--- src/rtl/alu_arbiter.sv ---
// Round-robin arbiter sharing one external ALU between NUM_REQ requesters, one op in flight.
// Define ALU_ARB_OPCHECK_EN to reject illegal opcodes with resp_err instead of issuing them.
module alu_arbiter #(
    parameter int unsigned WIDTH       = 48,
    parameter int unsigned NUM_REQ     = 4,
    parameter int unsigned ID_W        = 2,
    parameter int unsigned ALU_LATENCY = 1
) (
    input  logic                     clk,
    input  logic                     rst,
    input  logic [NUM_REQ-1:0]       req_valid,
    output logic [NUM_REQ-1:0]       req_ready,
    input  logic [NUM_REQ*WIDTH-1:0] req_a,
    input  logic [NUM_REQ*WIDTH-1:0] req_b,
    input  logic [NUM_REQ*4-1:0]     req_op,
    output logic [WIDTH-1:0]         alu_a,
    output logic [WIDTH-1:0]         alu_b,
    output logic [3:0]               alu_control,
    input  logic [WIDTH-1:0]         alu_result,
    input  logic                     alu_zero,
    output logic                     resp_valid,
    input  logic                     resp_ready,
    output logic [ID_W-1:0]          resp_id,
    output logic [WIDTH-1:0]         resp_result,
    output logic                     resp_zero,
    output logic                     resp_err,
    output logic                     busy
);

    localparam int unsigned CntW = (ALU_LATENCY > 0) ? $clog2(ALU_LATENCY + 1) : 1;

    typedef enum logic [1:0] {StIdle, StExec, StResp} state_e;

    state_e            state_q, state_d;
    logic [ID_W-1:0]   rr_q, rr_d;
    logic [CntW-1:0]   cnt_q, cnt_d;
    logic              err_pend_q, err_pend_d;
    logic [WIDTH-1:0]  alu_a_q, alu_a_d, alu_b_q, alu_b_d;
    logic [3:0]        alu_ctl_q, alu_ctl_d;
    logic              resp_valid_q, resp_valid_d;
    logic [ID_W-1:0]   resp_id_q, resp_id_d;
    logic [WIDTH-1:0]  resp_result_q, resp_result_d;
    logic              resp_zero_q, resp_zero_d;
    logic              resp_err_q, resp_err_d;

    logic              hi_found, lo_found, grant_found;
    logic [ID_W-1:0]   hi_idx, lo_idx, grant_idx;
    logic [WIDTH-1:0]  sel_a, sel_b;
    logic [3:0]        sel_op;
    logic              op_legal;
    logic [NUM_REQ-1:0] ready_raw;

    // Requesters above rr_q take priority over those at or below it; lowest index wins in each half.
    always_comb begin
        hi_found = 1'b0;
        lo_found = 1'b0;
        hi_idx   = '0;
        lo_idx   = '0;
        for (int i = NUM_REQ - 1; i >= 0; i--) begin
            if (req_valid[i]) begin
                if (ID_W'(i) > rr_q) begin
                    hi_found = 1'b1;
                    hi_idx   = ID_W'(i);
                end else begin
                    lo_found = 1'b1;
                    lo_idx   = ID_W'(i);
                end
            end
        end
        grant_found = hi_found | lo_found;
        grant_idx   = hi_found ? hi_idx : lo_idx;
    end

    always_comb begin
        sel_a  = '0;
        sel_b  = '0;
        sel_op = '0;
        for (int i = 0; i < NUM_REQ; i++) begin
            if (ID_W'(i) == grant_idx) begin
                sel_a  = req_a[i*WIDTH +: WIDTH];
                sel_b  = req_b[i*WIDTH +: WIDTH];
                sel_op = req_op[i*4 +: 4];
            end
        end
    end

`ifdef ALU_ARB_OPCHECK_EN
    always_comb begin
        unique case (sel_op)
            4'h0, 4'h1, 4'h2, 4'h6, 4'h7, 4'hC: op_legal = 1'b1;
            default:                             op_legal = 1'b0;
        endcase
    end
`else
    assign op_legal = 1'b1;
`endif

    always_comb begin
        state_d       = state_q;
        rr_d          = rr_q;
        cnt_d         = cnt_q;
        err_pend_d    = err_pend_q;
        alu_a_d       = alu_a_q;
        alu_b_d       = alu_b_q;
        alu_ctl_d     = alu_ctl_q;
        resp_valid_d  = resp_valid_q;
        resp_id_d     = resp_id_q;
        resp_result_d = resp_result_q;
        resp_zero_d   = resp_zero_q;
        resp_err_d    = resp_err_q;
        ready_raw     = '0;
        unique case (state_q)
            StIdle: begin
                if (grant_found) begin
                    ready_raw = NUM_REQ'(1) << grant_idx;
                    rr_d      = grant_idx;
                    resp_id_d = grant_idx;
                    state_d   = StExec;
                    if (op_legal) begin
                        alu_a_d    = sel_a;
                        alu_b_d    = sel_b;
                        alu_ctl_d  = sel_op;
                        cnt_d      = CntW'(ALU_LATENCY);
                        err_pend_d = 1'b0;
                    end else begin
                        // Rejected op: no ALU wait, respond on the next edge.
                        cnt_d      = '0;
                        err_pend_d = 1'b1;
                    end
                end
            end
            StExec: begin
                if (cnt_q == '0) begin
                    resp_valid_d = 1'b1;
                    state_d      = StResp;
                    if (err_pend_q) begin
                        resp_result_d = '0;
                        resp_zero_d   = 1'b0;
                        resp_err_d    = 1'b1;
                    end else begin
                        resp_result_d = alu_result;
                        resp_zero_d   = alu_zero;
                        resp_err_d    = 1'b0;
                    end
                end else begin
                    cnt_d = cnt_q - CntW'(1);
                end
            end
            StResp: begin
                if (resp_ready) begin
                    resp_valid_d = 1'b0;
                    state_d      = StIdle;
                end
            end
            default: state_d = StIdle;
        endcase
    end

    always_ff @(posedge clk or posedge rst) begin
        if (rst) begin
            state_q       <= StIdle;
            rr_q          <= ID_W'(NUM_REQ - 1);
            cnt_q         <= '0;
            err_pend_q    <= 1'b0;
            alu_a_q       <= '0;
            alu_b_q       <= '0;
            alu_ctl_q     <= '0;
            resp_valid_q  <= 1'b0;
            resp_id_q     <= '0;
            resp_result_q <= '0;
            resp_zero_q   <= 1'b0;
            resp_err_q    <= 1'b0;
        end else begin
            state_q       <= state_d;
            rr_q          <= rr_d;
            cnt_q         <= cnt_d;
            err_pend_q    <= err_pend_d;
            alu_a_q       <= alu_a_d;
            alu_b_q       <= alu_b_d;
            alu_ctl_q     <= alu_ctl_d;
            resp_valid_q  <= resp_valid_d;
            resp_id_q     <= resp_id_d;
            resp_result_q <= resp_result_d;
            resp_zero_q   <= resp_zero_d;
            resp_err_q    <= resp_err_d;
        end
    end

    // req_ready is combinational, so hold it low explicitly while reset is asserted.
    assign req_ready   = rst ? '0 : ready_raw;
    assign alu_a       = alu_a_q;
    assign alu_b       = alu_b_q;
    assign alu_control = alu_ctl_q;
    assign resp_valid  = resp_valid_q;
    assign resp_id     = resp_id_q;
    assign resp_result = resp_result_q;
    assign resp_zero   = resp_zero_q;
    assign resp_err    = resp_err_q;
    assign busy        = (state_q != StIdle);

endmodule

--- config.mk ---
export PLATFORM = sky130hd
export DESIGN_NAME = alu_arbiter
export DESIGN_NICKNAME = d
export VERILOG_FILES = /design/src/rtl/alu_arbiter.sv
export SDC_FILE = /design/constraint.sdc
export NUM_CORES = 1
export LEC_CHECK = 0
export CELL_PAD_IN_SITES_DETAIL_PLACEMENT = 0
export CELL_PAD_IN_SITES_GLOBAL_PLACEMENT = 1
export CORE_AREA = 2 2 241 243
export DETAILED_ROUTE_END_ITERATION = 6
export DIE_AREA = 0 0 243 245
export GPL_TIMING_DRIVEN = 0
export PLACE_DENSITY = 0.51
export SYNTH_ARGS = -nofsm -noshare
export SYNTH_HDL_FRONTEND = slang
export SYNTH_SLANG_ARGS = --single-unit
--- constraint.sdc ---
create_clock -name clk -period 4.9 [get_ports clk]
set_input_delay 0.49 -clock clk [delete_from_list [all_inputs] [get_ports clk]]
set_output_delay 0.49 -clock clk [all_outputs]
set_load 0.02 [all_outputs]
Word level (Yosys, flattened, before mapping)
Index checks and enable logic that the tools add are counted.
W data, S select, Z words.
- register bits after elaboration: 157
- latch bits: 0
- memory bits (writable): 0
- bits in read-only memories: 0
- output and inout port bits: 158
- memories kept: 0
- $add $sub $neg: 1
- $mul: 0
- div/mod/pow operators: 0
- $lt $le $gt $ge: 4
- equality and inequality tests: 8
- shift-type cells: 1
- mux-type cells: 58
- bitwise gates (word level): 2
- reduce and logical (&&, ||, !) cells: 10
- operator list (kind ; number):
    $mux W48 ; 8
    $mux W2 ; 20
    $mux W4 ; 7
    $mux W1 ; 20
    $ne A2 B2 Y1 const B ; 3
    $pmux W2 S3 ; 1
    $reduce_and A2 Y1 ; 3
    $reduce_and A3 Y1 ; 2
    $reduce_bool A2 Y1 ; 3
    $eq A2 B2 Y1 const A ; 2
    $gt A1 B2 Y1 const A ; 2
    $gt A2 B2 Y1 const A ; 2
    $logic_not A2 Y1 ; 2
    $pmux W1 S2 ; 2
    $shl A1 B2 Y4 const A ; 1
    $eq A1 B2 Y1 const A ; 1
    $eq A2 B1 Y1 const B ; 1
    $eq A2 B2 Y1 const B ; 1
    $not A1 Y1 ; 1
    $or A1 B1 Y1 ; 1
    $sub A1 B1 Y1 const B ; 1

Depth between registers and ports, before layout
Gate-level depths: netlist of run 1.
- word-level depth: 15
- gate-level depth with buffers: 7

Least setup slack after synthesis of run 1
No wires, ideal clock.
- path kind: register -> output
- start point: register rr_q[0]
- end point: output req_ready[0]
- arrival: 1860 ps
- data required time: 4410 ps
- path slack: 2550 ps
- stages on the path, launching flop included: 7
- buffers on the path: 2
- cells stage by stage: dfstp_2 > nand2b_1 > a21o_1 > nand3_4 > buf_12 > buf_6 > nor4_1
- word-level cells in the longest chain between the ends: 14
- ends and longest elaborated chain (item ; RTL line ; source):
    from (decl) ; 35 ; logic [ID_W-1:0] rr_q, rr_d;
    from (signal assigned) ; 162 ; rr_q <= ID_W'(NUM_REQ - 1);
    from (signal assigned) ; 175 ; rr_q <= rr_d;
    $gt A2 B2 Y1 ; 61 ; if (ID_W'(i) > rr_q) begin
    $mux W2 / $mux W1 (equally long branches) ; 61 ;
    $mux W2 / $mux W1 (equally long branches) ; 60 ; if (req_valid[i]) begin
    $mux W2 / $mux W1 (equally long branches) ; 61 ;
    $mux W2 / $mux W1 (equally long branches) ; 60 ;
    $mux W2 / $mux W1 (equally long branches) ; 61 ;
    $mux W2 / $mux W1 (equally long branches) ; 60 ;
    $mux W2 / $mux W1 (equally long branches) ; 61 ;
    $mux W2 / $mux W1 (equally long branches) ; 60 ;
    $mux W2 ; 71 ; grant_idx = hi_found ? hi_idx : lo_idx;
    $shl A1 B2 Y4 ; 115 ; ready_raw = NUM_REQ'(1) << grant_idx;
    $mux W4 (*) ; 114 ; if (grant_found) begin
    $mux W4 (*) ; 112 ; unique case (state_q)
    $mux W4 (*) ; 190 ; assign req_ready = rst ? '0 : ready_raw;
    to (decl) ; 12 ; output logic [NUM_REQ-1:0] req_ready,
Mark *: on every way between the ends. The rest lies on a longest branch, timed or not.

Worst setup path after layout of run 1
- start point: input req_valid[1]
- end point: output req_ready[1]
- word-level cells in the longest chain between the ends: 8
- ends and longest elaborated chain (item ; RTL line ; source):
    from (decl) ; 11 ; input logic [NUM_REQ-1:0] req_valid,
    $mux W2 / $mux W1 (equally long branches) ; 60 ;
    $mux W2 / $mux W1 (equally long branches) ; 61 ;
    $mux W2 / $mux W1 (equally long branches) ; 60 ;
    $mux W2 ; 71 ;
    $shl A1 B2 Y4 ; 115 ;
    $mux W4 (*) ; 114 ;
    $mux W4 (*) ; 112 ;
    $mux W4 (*) ; 190 ;
Marks and branches as above.

==> metrics, run 1 <==
Synth warnings 0; cts repair resizes 0; fraction of layout cells with a size suffix above 1 0.1081; fill cell count about 6,000; unrepaired setup endpoints after global routing no; non-filler instance count after layout 2,127; Post-synth top cells sky130_fd_sc_hd__mux2i_1, sky130_fd_sc_hd__dfrtp_1, sky130_fd_sc_hd__nand2_1, sky130_fd_sc_hd__o221ai_1, sky130_fd_sc_hd__mux2_2; total standard cell area after synthesis 8612 um^2; synth-to-layout area growth 89.76%; Core Footprint 57,030 um^2; fraction of the yosys area taken by sequential cells 0.4565; total number of placement rows 88; data arrival time of the critical path 3.21 ns; total length of routed wires 45,050 um; DR WL/cell 21.18 um; clock tree root buffer cell sky130_fd_sc_hd__clkbuf_16; Register Area 3931 um^2; share of the clock period used by the worst path after layout 0.7558; DR iter-0 viols 235; largest incremental delay on the critical path 0.76 ns; clock input transition at the sequential cells of the worst setup and hold paths 0.07 ns; maximum fanout count along the critical path 10; Hold Worst Slack about 0.49 ns; TritonCTS clock tree yes; buffer depth of the longest clock path 2; result of the run finished clean; first-pass GRT wire length 65,150 um; Final WS setup 1.197 ns; FMAX 270.0 MHz; static leakage power 6.772 nW; finished layout cell area 16,340 um^2; synthesized-area fraction occupied by ao, oa, aoi and oai cells 0.1116; number of detailed-routing iterations run before antenna repair 4; Placed Cells incl. Taps 2,093; Required @ worst endpoint 4.41 ns; Vias per Instance 3.998; Post-Syn Instances 715; number of vias in the routed layout 8,503; Nets between 1,500 and 2,000; peak supply drop 0.2952 mV; Mapped Avg Cell Area 12.04 um^2; post-detailed-placement half-perimeter wirelength 35,490 um; proportion of synthesized flip-flops having asynchronous set or reset 1.000; hold bufs inserted after CTS 0; Top-Level Pins roughly 600; DIE WIDTH 243 um; final worst path period need 3.703 ns; Critical Path Source req_valid[1]; via count of the first global-routing pass slightly above 9,000; most instantiated library cell after synthesis sky130_fd_sc_hd__mux2i_1; adder-cell area share of the yosys netlist 0; startpoint kind of the worst setup timing path input port; end of the worst register-to-register path alu_b[5]; worst-case headroom to the max-slew limit 0.4547; cell taking the most area after synthesis sky130_fd_sc_hd__dfrtp_1; number of cell instances on the worst register-to-register path 7; worst r2r src rr_q[0]; Max H-tree Level 4; Total Routing Usage GR 0.1496; minimum setup slack among reg-to-reg paths 2.83 ns; largest family of logic cells by synthesized area multiplexers; highest-delay cell along the critical path sky130_fd_sc_hd__clkdlybuf4s50_1; Area contributors post-synth sky130_fd_sc_hd__dfrtp_1, sky130_fd_sc_hd__mux2i_1, sky130_fd_sc_hd__o221ai_1; Place WS approximately 1.1 ns; synthesized net count ~1,200; input/output buffers between 600 and 700; Final GP Congestion 0.7914; final setup skew 0.01962 ns; multiplexer share of the synthesized area 0.2965; ANT nets after route 0; number of sinks on the clock net roughly 160; Multi-input gate area ~4100 um^2; maximum number of pins on one net before global-route repair just over 80; path type of the worst min-delay path flip-flop to flip-flop; Setup Fix Bufs, Post-CTS 0; Layout Utilization 0.2865; die area 59,540 um^2; synth unique cells 37; antenna violations before repair 2; post-synthesis xor/xnor area fraction 0; library cell appearing most often on the critical path sky130_fd_sc_hd__clkdlybuf4s50_1; Residual DRC 0; critical path, cell by cell clkdlybuf4s50_1 -> nor4_2 -> or3_1 -> buf_2 -> buf_6 -> nor4_1 -> clkdlybuf4s50_1; number of buffers added by the clock tree synthesis step 17; remaining global-route overflow 0; transition time at the pin with the least slew margin 0.8180 ns; Die Y-Extent 245 um; initial core utilization 0.1510; most used flip-flop cell after synthesis sky130_fd_sc_hd__dfrtp_1; Final Max Slew Viols 0; power density over cell area 581.2 nW/um^2; Final setup violation count 0; simple-gate share of the synthesized area 0.06407; final number of hold-violating endpoints 0; max-cap viol count 0; number of synthesized register bits 157; critical setup path kind input port to primary output; number of enable-type register cells in the synthesized netlist 0; worst setup path end req_ready[1]; crit path capture type primary output; placed instance area 15,730 um^2; Clk Latency, worst-skew pair just under 0.5 ns; share of Yosys cell area claimed by the top area cell type 0.4504
==> flip-flops by register name, summed over array words and instances, names as in the netlist <==
signal       count
resp_zero        1
state_q          2
resp_result     48
alu_b           48
cnt_q            1
resp_id          2
rr_q             2
alu_a           48
alu_control      4
resp_valid       1
==> worst max-delay path, delay by kind of cell <==
kind,cells,cell delay (ns)
buffers and inverters,4,1.71
AND/OR/NAND/NOR,3,1.01
==> per-layer routing <==
| metal | wire length, um | GRT usage |
|---|---|---|
| met5 | 0 | 0 |
| met4 | 748 | 0.04258 |
| met3 | 3728 | 0.05675 |
| met2 | 22720 | 0.2616 |
| met1 | 17840 | 0.1694 |
==> how the worst min path moves through the flow <==
| stage | from | to | slack [ns] | cells after the start |
|---|---|---|---|---|
| after floorplan | state_q[0] | cnt_q | 0.46 | 1 |
| after global placement | resp_result[1] | resp_result[1] | 0.47 | 1 |
| after detailed placement | alu_a[44] | alu_a[44] | 0.47 | 2 |
| after CTS | alu_b[5] | alu_b[5] | 0.49 | 2 |
| after global routing | alu_b[20] | alu_b[20] | 0.51 | 2 |
| final | alu_b[3] | alu_b[3] | 0.49 | 2 |
==> logic make-up after synthesis <==
group,Yosys count
buffers and inverters,66
other,1
AOI/OAI and AO/OA,112
muxes,249
DFF,157
and+or+nand+nor,130
==> layout by cell type, fill, tap and decap left out, drive strengths merged, types with 3 or more instances in the layout <==
master           n
a21oi            4
buf             57
clkbuf          24
clkdlybuf4s50  612
clkinv           6
dfrtp          155
inv             11
mux2            49
mux2i          200
nand2          107
nand2b           3
nor2             9
nor3             3
nor4             3
o21ai            4
o221ai         100
==> stage by stage <==
step                total power, mW  setup TNS, ns
global route                  10.12              0
CTS                           9.738              0
floorplan                     5.506              0
global placement              8.189        -516.67
detailed placement            8.216              0
finish                        9.497              0
==> area by class of cell <==
class / count / area share
diodes: 2 / 0.0003063
multi-input cells: 492 / 0.2491
clock inverters: 14 / 0.01026
inverters: 4 / 0.001378
plain buffers: 62 / 0.03644
well taps: 765 / 0.05857
clock buffers: 18 / 0.02687
flip-flops and latches: 157 / 0.2406
repair buffers: 613 / 0.3765
==> power breakdown <==
part,leakage (nW),internal [mW],total [mW],switching [mW]
logic,4.57,2.77,5.72,2.95
registers,1.90,1.97,2.33,0.366
clock network,0.301,0.744,1.45,0.703
total,6.77,5.48,9.50,4.02
Note: power is estimated with default switching activity, not from simulation.
==> inputs of run 2 (changes only) <==
--- a/config.mk
+++ b/config.mk
@@ -7,11 +7,11 @@
 export LEC_CHECK = 0
 export CELL_PAD_IN_SITES_DETAIL_PLACEMENT = 0
 export CELL_PAD_IN_SITES_GLOBAL_PLACEMENT = 1
-export CORE_AREA = 2 2 241 243
+export CORE_AREA = 2 2 239 241
 export DETAILED_ROUTE_END_ITERATION = 6
-export DIE_AREA = 0 0 243 245
+export DIE_AREA = 0 0 241 243
 export GPL_TIMING_DRIVEN = 0
-export PLACE_DENSITY = 0.51
+export PLACE_DENSITY = 0.5
 export SYNTH_ARGS = -nofsm -noshare
 export SYNTH_HDL_FRONTEND = slang
 export SYNTH_SLANG_ARGS = --single-unit
==> constraint.sdc (replaced) <==
create_clock -name clk -period 3.57 [get_ports clk]
set_input_delay 0.357 -clock clk [delete_from_list [all_inputs] [get_ports clk]]
set_output_delay 0.357 -clock clk [all_outputs]
set_load 0.02 [all_outputs]
==> run 2 against run 1 <==
Net effect:
- clock skew is 0.0067 ns lower
- power is 36% higher
- flip-flop and latch count stayed put
- sequential share of layout area hardly changed
- clock power is 30% higher
- sequential power is 37% higher
- critical path type is now flip-flop to primary output
- largest cell class unchanged
- highest routed layer unchanged
==> metrics, run 2 (same netlist as run 1, synthesis figures left out) <==
placed instance area 15,790 um^2 (was 15,730 um^2); total length of routed wires 45,710 um (was 45,050 um); result of the run finished clean (unchanged); path type of the worst min-delay path input port to async pin (was flip-flop to flip-flop); most frequent cells in the layout sky130_fd_sc_hd__clkdlybuf4s50_1, sky130_fd_sc_hd__mux2i_1, sky130_fd_sc_hd__dfrtp_1, sky130_fd_sc_hd__nand2_1, sky130_fd_sc_hd__o221ai_1 (unchanged); finished layout cell area 16,360 um^2 (was 16,340 um^2); number of vias in the routed layout 8,460 (was 8,503); DIE WIDTH 241 um (was 243 um); Die Y-Extent 243 um (was 245 um); Final setup violation count 0 (unchanged); fill cell count 5,883 (was 6,020); DR iter-0 viols 306 (was 235); maximum number of pins on one net before global-route repair 33 (was 83); Total Routing Usage GR 0.1535 (was 0.1496); die area 58,560 um^2 (was 59,540 um^2); minimum setup slack among reg-to-reg paths 1.55 ns (was 2.83 ns); critical path, cell by cell clkinv_1 -> nand2_1 -> nor2_1 -> nand2_2 -> buf_2 -> nor3_1 -> clkdlybuf4s50_1 (was clkdlybuf4s50_1 -> nor4_2 -> or3_1 -> buf_2 -> buf_6 -> nor4_1 -> clkdlybuf4s50_1); Critical Path Source state_q[0] (was req_valid[1]); Final WS setup 0.3675 ns (was 1.197 ns); final worst path period need 3.203 ns; maximum fanout count along the critical path 10 (unchanged); share of the clock period used by the worst path after layout 0.8971; hold bufs inserted after CTS 0 (unchanged); static leakage power 6.776 nW (was 6.772 nW); startpoint kind of the worst setup timing path flip-flop (was input port); Clk Latency, worst-skew pair 0.50 ns (was 0.49 ns); Placed Cells incl. Taps 2,088 (was 2,093); initial core utilization 0.1539 (was 0.1510); clock tree root buffer cell sky130_fd_sc_hd__clkbuf_16 (unchanged); fraction of layout cells with a size suffix above 1 0.1107 (was 0.1081); largest incremental delay on the critical path 0.66 ns (was 0.76 ns); antenna violations before repair 2 (unchanged); worst setup path end req_ready[2] (was req_ready[1]); highest-delay cell along the critical path sky130_fd_sc_hd__clkdlybuf4s50_1 (unchanged); Required @ worst endpoint 3.21 ns (was 4.41 ns); number of sinks on the clock net 157 (unchanged); final setup skew 0.01295 ns (was 0.01962 ns); Final GP Congestion 0.7813 (was 0.7914); Clk pwr share 0.146 (was 0.152); worst-case headroom to the max-slew limit 0.6016 (was 0.4547); fraction of power spent switching nets 0.4254 (was 0.4231); first-pass GRT wire length 64,310 um (was 65,150 um); DR WL/cell 21.55 um (was 21.18 um); Nets 1,807 (was 1,803); number of detailed-routing iterations run before antenna repair 4 (unchanged); Hold Worst Slack 0.3800 ns (was 0.4898 ns); transition time at the pin with the least slew margin 0.5976 ns (was 0.8180 ns); TritonCTS clock tree yes (unchanged); unrepaired setup endpoints after global routing no (unchanged); Layout Utilization 0.2924 (was 0.2865); worst r2r src rr_q[0] (unchanged); end of the worst register-to-register path alu_b[4] (was alu_b[5]); Setup Fix Bufs, Post-CTS 0 (unchanged); total net switching power 5.502 mW (was 4.019 mW); synth-to-layout area growth 89.95% (was 89.76%); power share of the sequential group 0.246 (about the same); logic gate share of total power 0.608 (was 0.602); Residual DRC 0 (unchanged); post-detailed-placement half-perimeter wirelength 36,440 um (was 35,490 um); final number of hold-violating endpoints 0 (unchanged); buffer depth of the longest clock path 2 (unchanged); FMAX between 300 and 400 MHz; power density over cell area 790.6 nW/um^2 (was 581.2 nW/um^2); number of buffers added by the clock tree synthesis step 17 (unchanged); max-cap viol count 0 (unchanged); ANT nets after route 0 (unchanged); Max H-tree Level 4 (unchanged); Vias per Instance 3.989 (was 3.998); clock input transition at the sequential cells of the worst setup and hold paths 0.08 ns (was 0.07 ns); peak supply drop 0.3520 mV (was 0.2952 mV); input/output buffers 612 (unchanged); Place WS 0.3583 ns (was 1.122 ns); crit path capture type primary output (unchanged); Final Max Slew Viols 0 (unchanged); number of cell instances on the worst register-to-register path 7 (unchanged); total number of placement rows 87 (was 88); most common cell after layout, fill and taps aside sky130_fd_sc_hd__clkdlybuf4s50_1 (unchanged); non-filler instance count after layout 2,121 (was 2,127); via count of the first global-routing pass 9,199 (was 9,270); critical setup path kind flip-flop to primary output (was input port to primary output); Core Footprint 55,950 um^2 (was 57,030 um^2); overall power of the completed layout 12.93 mW (was 9.497 mW); cts repair resizes 0 (unchanged); Top-Level Pins 614 (unchanged); setup TNS after final layout 0 ns (unchanged); data arrival time of the critical path 2.85 ns (was 3.21 ns); remaining global-route overflow 0 (unchanged); Internal Power 7.431 mW (was 5.479 mW)
-- run 2: changes by cell type in the layout (fill, tap and decap cells not counted) --
cell,change
sky130_fd_sc_hd__clkinv_8,-1
sky130_fd_sc_hd__clkinvlp_4,+3
sky130_fd_sc_hd__clkbuf_8,-1
sky130_fd_sc_hd__diode_2,-1
sky130_fd_sc_hd__inv_6,+2
sky130_fd_sc_hd__inv_8,-2
sky130_fd_sc_hd__buf_16,-1
sky130_fd_sc_hd__bufinv_16,-1
sky130_fd_sc_hd__buf_12,+5
-- run 2: how the worst min path moves through the flow --
stage                           from         endpoint  cells after the start
after floorplan           state_q[0]            cnt_q                      1
after global placement    resp_id[1]       resp_id[1]                      2
after detailed placement   alu_b[15]        alu_b[15]                      2
after CTS                        rst  resp_result[30]                      2
after global routing             rst  resp_result[33]                      2
final                            rst  resp_result[30]                      2
-- run 2: critical path: cells and delay by family, from the launching register on --
kind	cells	cell delay [ns]
flops	1	0.42
buf+inv	3	1.04
simple gates	4	0.89
-- run 2: power by group through the flow --
stage,Sequential (mW),Combinational [mW],Clock (mW)
global route,3.30,8.46,2.04
CTS,3.20,8.09,1.98
floorplan,4.21,3.35,0
global placement,3.18,8.04,0
detailed placement,3.21,8.07,0
finish,3.19,7.86,1.89
-- run 2: layout make-up --
type                    instances  area (um^2)  area share
repair buffers                617         6226      0.3806
multi-input cells             492         4070      0.2488
flip-flops and latches        157         3931      0.2403
well taps                     756        945.9     0.05782
plain buffers                  62        595.6     0.03641
clock buffers                  17        425.4     0.02601
clock inverters                15        142.6    0.008720
inverters                       4        18.77    0.001147
diodes                          1        2.502   0.0001530
-- run 2: routing by layer --
layer,vias up,global-route usage,wire (um)
met2,367,0.2669,22800
li1,3984,-,-
met3,30,0.05971,4117
met5,-,0,0
met4,0,0.03831,544
met1,4079,0.1746,18240
==> inputs of run 3 (changes only) <==
--- a/config.mk
+++ b/config.mk
@@ -7,9 +7,9 @@
 export LEC_CHECK = 0
 export CELL_PAD_IN_SITES_DETAIL_PLACEMENT = 0
 export CELL_PAD_IN_SITES_GLOBAL_PLACEMENT = 1
-export CORE_AREA = 2 2 239 241
+export CORE_AREA = 3 3 240 242
 export DETAILED_ROUTE_END_ITERATION = 6
-export DIE_AREA = 0 0 241 243
+export DIE_AREA = 0 0 243 245
 export GPL_TIMING_DRIVEN = 0
 export PLACE_DENSITY = 0.5
 export SYNTH_ARGS = -nofsm -noshare
==> run 3 against run 2 <==
Net effect:
- register-to-register slack worse by 0.02 ns
- die area up 1.7%
- design area about the same
- critical path depth unchanged
- global-route usage up 0.35 points
- sequential share of layout area about the same
- clock skew down 0.0027 ns
- clock power up 2%
- final cell count down 0.38%
- sequential power about the same
- clock-buffer cell count unchanged
- first-iteration DRC count down 13%
- largest cell class unchanged
- largest power group unchanged
==> metrics, run 3 (same netlist as run 1, synthesis figures left out) <==
result of the run finished clean (unchanged); cts repair resizes 0 (unchanged); Top-Level Pins 614 (unchanged); Final WS setup 0.4144 ns (was 0.3675 ns); Total Routing Usage GR 0.1570 (was 0.1535); critical setup path kind flip-flop to primary output (unchanged); Final setup violation count 0 (unchanged); minimum setup slack among reg-to-reg paths 1.53 ns (was 1.55 ns); final worst path period need 3.156 ns (was 3.203 ns); Die Y-Extent 245 um (was 243 um); unrepaired setup endpoints after global routing no (unchanged); maximum fanout count along the critical path 10 (unchanged); transition time at the pin with the least slew margin 0.8923 ns (was 0.5976 ns); critical path, cell by cell clkinv_1 -> nand2_1 -> nor2_1 -> nand2_2 -> buf_2 -> nor3_1 -> clkdlybuf4s50_1 (unchanged); hold bufs inserted after CTS 0 (unchanged); die area 59,540 um^2 (was 58,560 um^2); most common cell after layout, fill and taps aside sky130_fd_sc_hd__clkdlybuf4s50_1 (unchanged); clock input transition at the sequential cells of the worst setup and hold paths 0.08 ns (about the same); ANT nets after route 0 (unchanged); buffer depth of the longest clock path 2 (unchanged); antenna violations before repair 4 (was 2); number of cell instances on the worst register-to-register path 7 (unchanged); maximum number of pins on one net before global-route repair 36 (was 33); via count of the first global-routing pass 9,485 (was 9,199); DR iter-0 viols 266 (was 306); total number of placement rows 86 (was 87); power density over cell area 795.2 nW/um^2 (was 790.6 nW/um^2); post-detailed-placement half-perimeter wirelength 38,140 um (was 36,440 um); initial core utilization 0.1557 (was 0.1539); clock tree root buffer cell sky130_fd_sc_hd__clkbuf_16 (unchanged); fill cell count 5,810 (was 5,883); synth-to-layout area growth 89.96% (was 89.95%); Clk Latency, worst-skew pair 0.48 ns (was 0.50 ns); largest incremental delay on the critical path 0.66 ns (about the same); Core Footprint 55,310 um^2 (was 55,950 um^2); crit path capture type primary output (unchanged); Residual DRC 0 (unchanged); startpoint kind of the worst setup timing path flip-flop (unchanged); max-cap viol count 0 (unchanged); final setup skew 0.01027 ns (was 0.01295 ns); setup TNS after final layout 0 ns (unchanged); worst-case headroom to the max-slew limit 0.4039 (was 0.6016); endpoint with the worst hold slack resp_result[1]; Setup Fix Bufs, Post-CTS 0 (unchanged); Layout Utilization 0.2958 (was 0.2924); data arrival time of the critical path 2.80 ns (was 2.85 ns); highest-delay cell along the critical path sky130_fd_sc_hd__clkdlybuf4s50_1 (unchanged); most frequent cells in the layout sky130_fd_sc_hd__clkdlybuf4s50_1, sky130_fd_sc_hd__mux2i_1, sky130_fd_sc_hd__dfrtp_1, sky130_fd_sc_hd__nand2_1, sky130_fd_sc_hd__o221ai_1 (unchanged); remaining global-route overflow 0 (unchanged); path type of the worst min-delay path input port to flip-flop (was input port to async pin); DIE WIDTH 243 um (was 241 um); fraction of layout cells with a size suffix above 1 0.1101 (was 0.1107); number of buffers added by the clock tree synthesis step 17 (unchanged); DR WL/cell 22.47 um (was 21.55 um); number of detailed-routing iterations run before antenna repair 4 (unchanged); Nets 1,806 (was 1,807); Required @ worst endpoint 3.21 ns (about the same); total length of routed wires 47,470 um (was 45,710 um); first-pass GRT wire length 67,700 um (was 64,310 um); Final GP Congestion 0.8439 (was 0.7813); TritonCTS clock tree yes (unchanged); Max H-tree Level 4 (unchanged); static leakage power 6.778 nW (was 6.776 nW); final number of hold-violating endpoints 0 (unchanged); end of the worst register-to-register path alu_b[3] (was alu_b[4]); Place WS 0.4471 ns (was 0.3583 ns); share of the clock period used by the worst path after layout 0.8839 (was 0.8971); number of vias in the routed layout 8,570 (was 8,460); number of sinks on the clock net 157 (unchanged); peak supply drop 0.3487 mV (was 0.3520 mV); hold_sp alu_result[1]; Vias per Instance 4.056 (was 3.989); number of cells on the worst hold path 2; worst r2r src rr_q[0] (unchanged); Final Max Slew Viols 0 (unchanged); input/output buffers 612 (unchanged); FMAX 316.9 MHz (was 312.3 MHz)
-- run 3: cell types whose count changed in the layout (fill, tap and decap cells not counted) --
| cell | previous run | this run |
|---|---|---|
| sky130_fd_sc_hd__diode_2 | 1 | 2 |
| sky130_fd_sc_hd__clkinv_8 | 1 | 3 |
| sky130_fd_sc_hd__clkinv_2 | 1 | 0 |
| sky130_fd_sc_hd__inv_8 | 4 | 8 |
| sky130_fd_sc_hd__inv_6 | 6 | 1 |
| sky130_fd_sc_hd__buf_12 | 17 | 16 |
-- run 3: worst max-delay path by stage --
stage                     slack, ns            to    startpoint  cells after the start
final                          0.41  req_ready[3]    state_q[0]                      7
after global routing           0.12  req_ready[3]    state_q[0]                      7
after CTS                      0.30  req_ready[3]    state_q[0]                      7
after detailed placement       0.45  req_ready[3]  req_valid[3]                      7
after global placement        -0.85      alu_b[6]           rst                      2
after floorplan                1.23      alu_a[0]           rst                      1
-- run 3: stage by stage --
| step | std cells | instance area, um^2 | total power, mW | hold WS [ns] |
|---|---|---|---|---|
| 6_report | 2113 | 16360 | 13.01 | 0.4692 |
| 5_1_grt | 2113 | 16360 | 13.91 | 0.4292 |
| 3_3_place_gp | 2075 | 15680 | 11.28 | 0.4618 |
| 4_1_cts | 2111 | 16350 | 13.37 | 0.4087 |
| 2_1_floorplan | 715 | 8616 | 7.558 | 0.4607 |
| 3_5_place_dp | 2079 | 15760 | 11.32 | 0.4626 |
-- run 3: final cells by class --
cell class	count	area, um^2	area share
clock inverter	15	171.4	0.01048
inverter	4	18.77	0.001147
buffer	62	595.6	0.03641
clock buffer	17	425.4	0.02600
tap	748	935.9	0.05721
sequential	157	3931	0.2403
timing repair buffer	616	6206	0.3794
multi-input combinational	492	4070	0.2488
antenna	2	5.005	0.0003059
-- run 3: power breakdown --
part / internal [mW] / switching [mW]
registers: 2.70 / 0.500
logic: 3.81 / 4.07
clock network: 0.946 / 0.989
total: 7.45 / 5.56
-- run 3: per-layer routing --
| metal | GRT usage | share of wire | wire (um) |
|---|---|---|---|
| met1 | 0.1749 | 0.39 | 18480 |
| met2 | 0.2765 | 0.51 | 24040 |
| met3 | 0.06478 | 0.089 | 4240 |
| met4 | 0.04165 | 0.014 | 685 |
| met5 | 0 | 0.00057 | 27 |
-- run 3: worst max-delay path: cells and delay by family, from the launching register on --
family                 cells  cell delay [ns]
buffers and inverters      3             1.03
and+or+nand+nor            4             0.88
DFF                        1             0.41
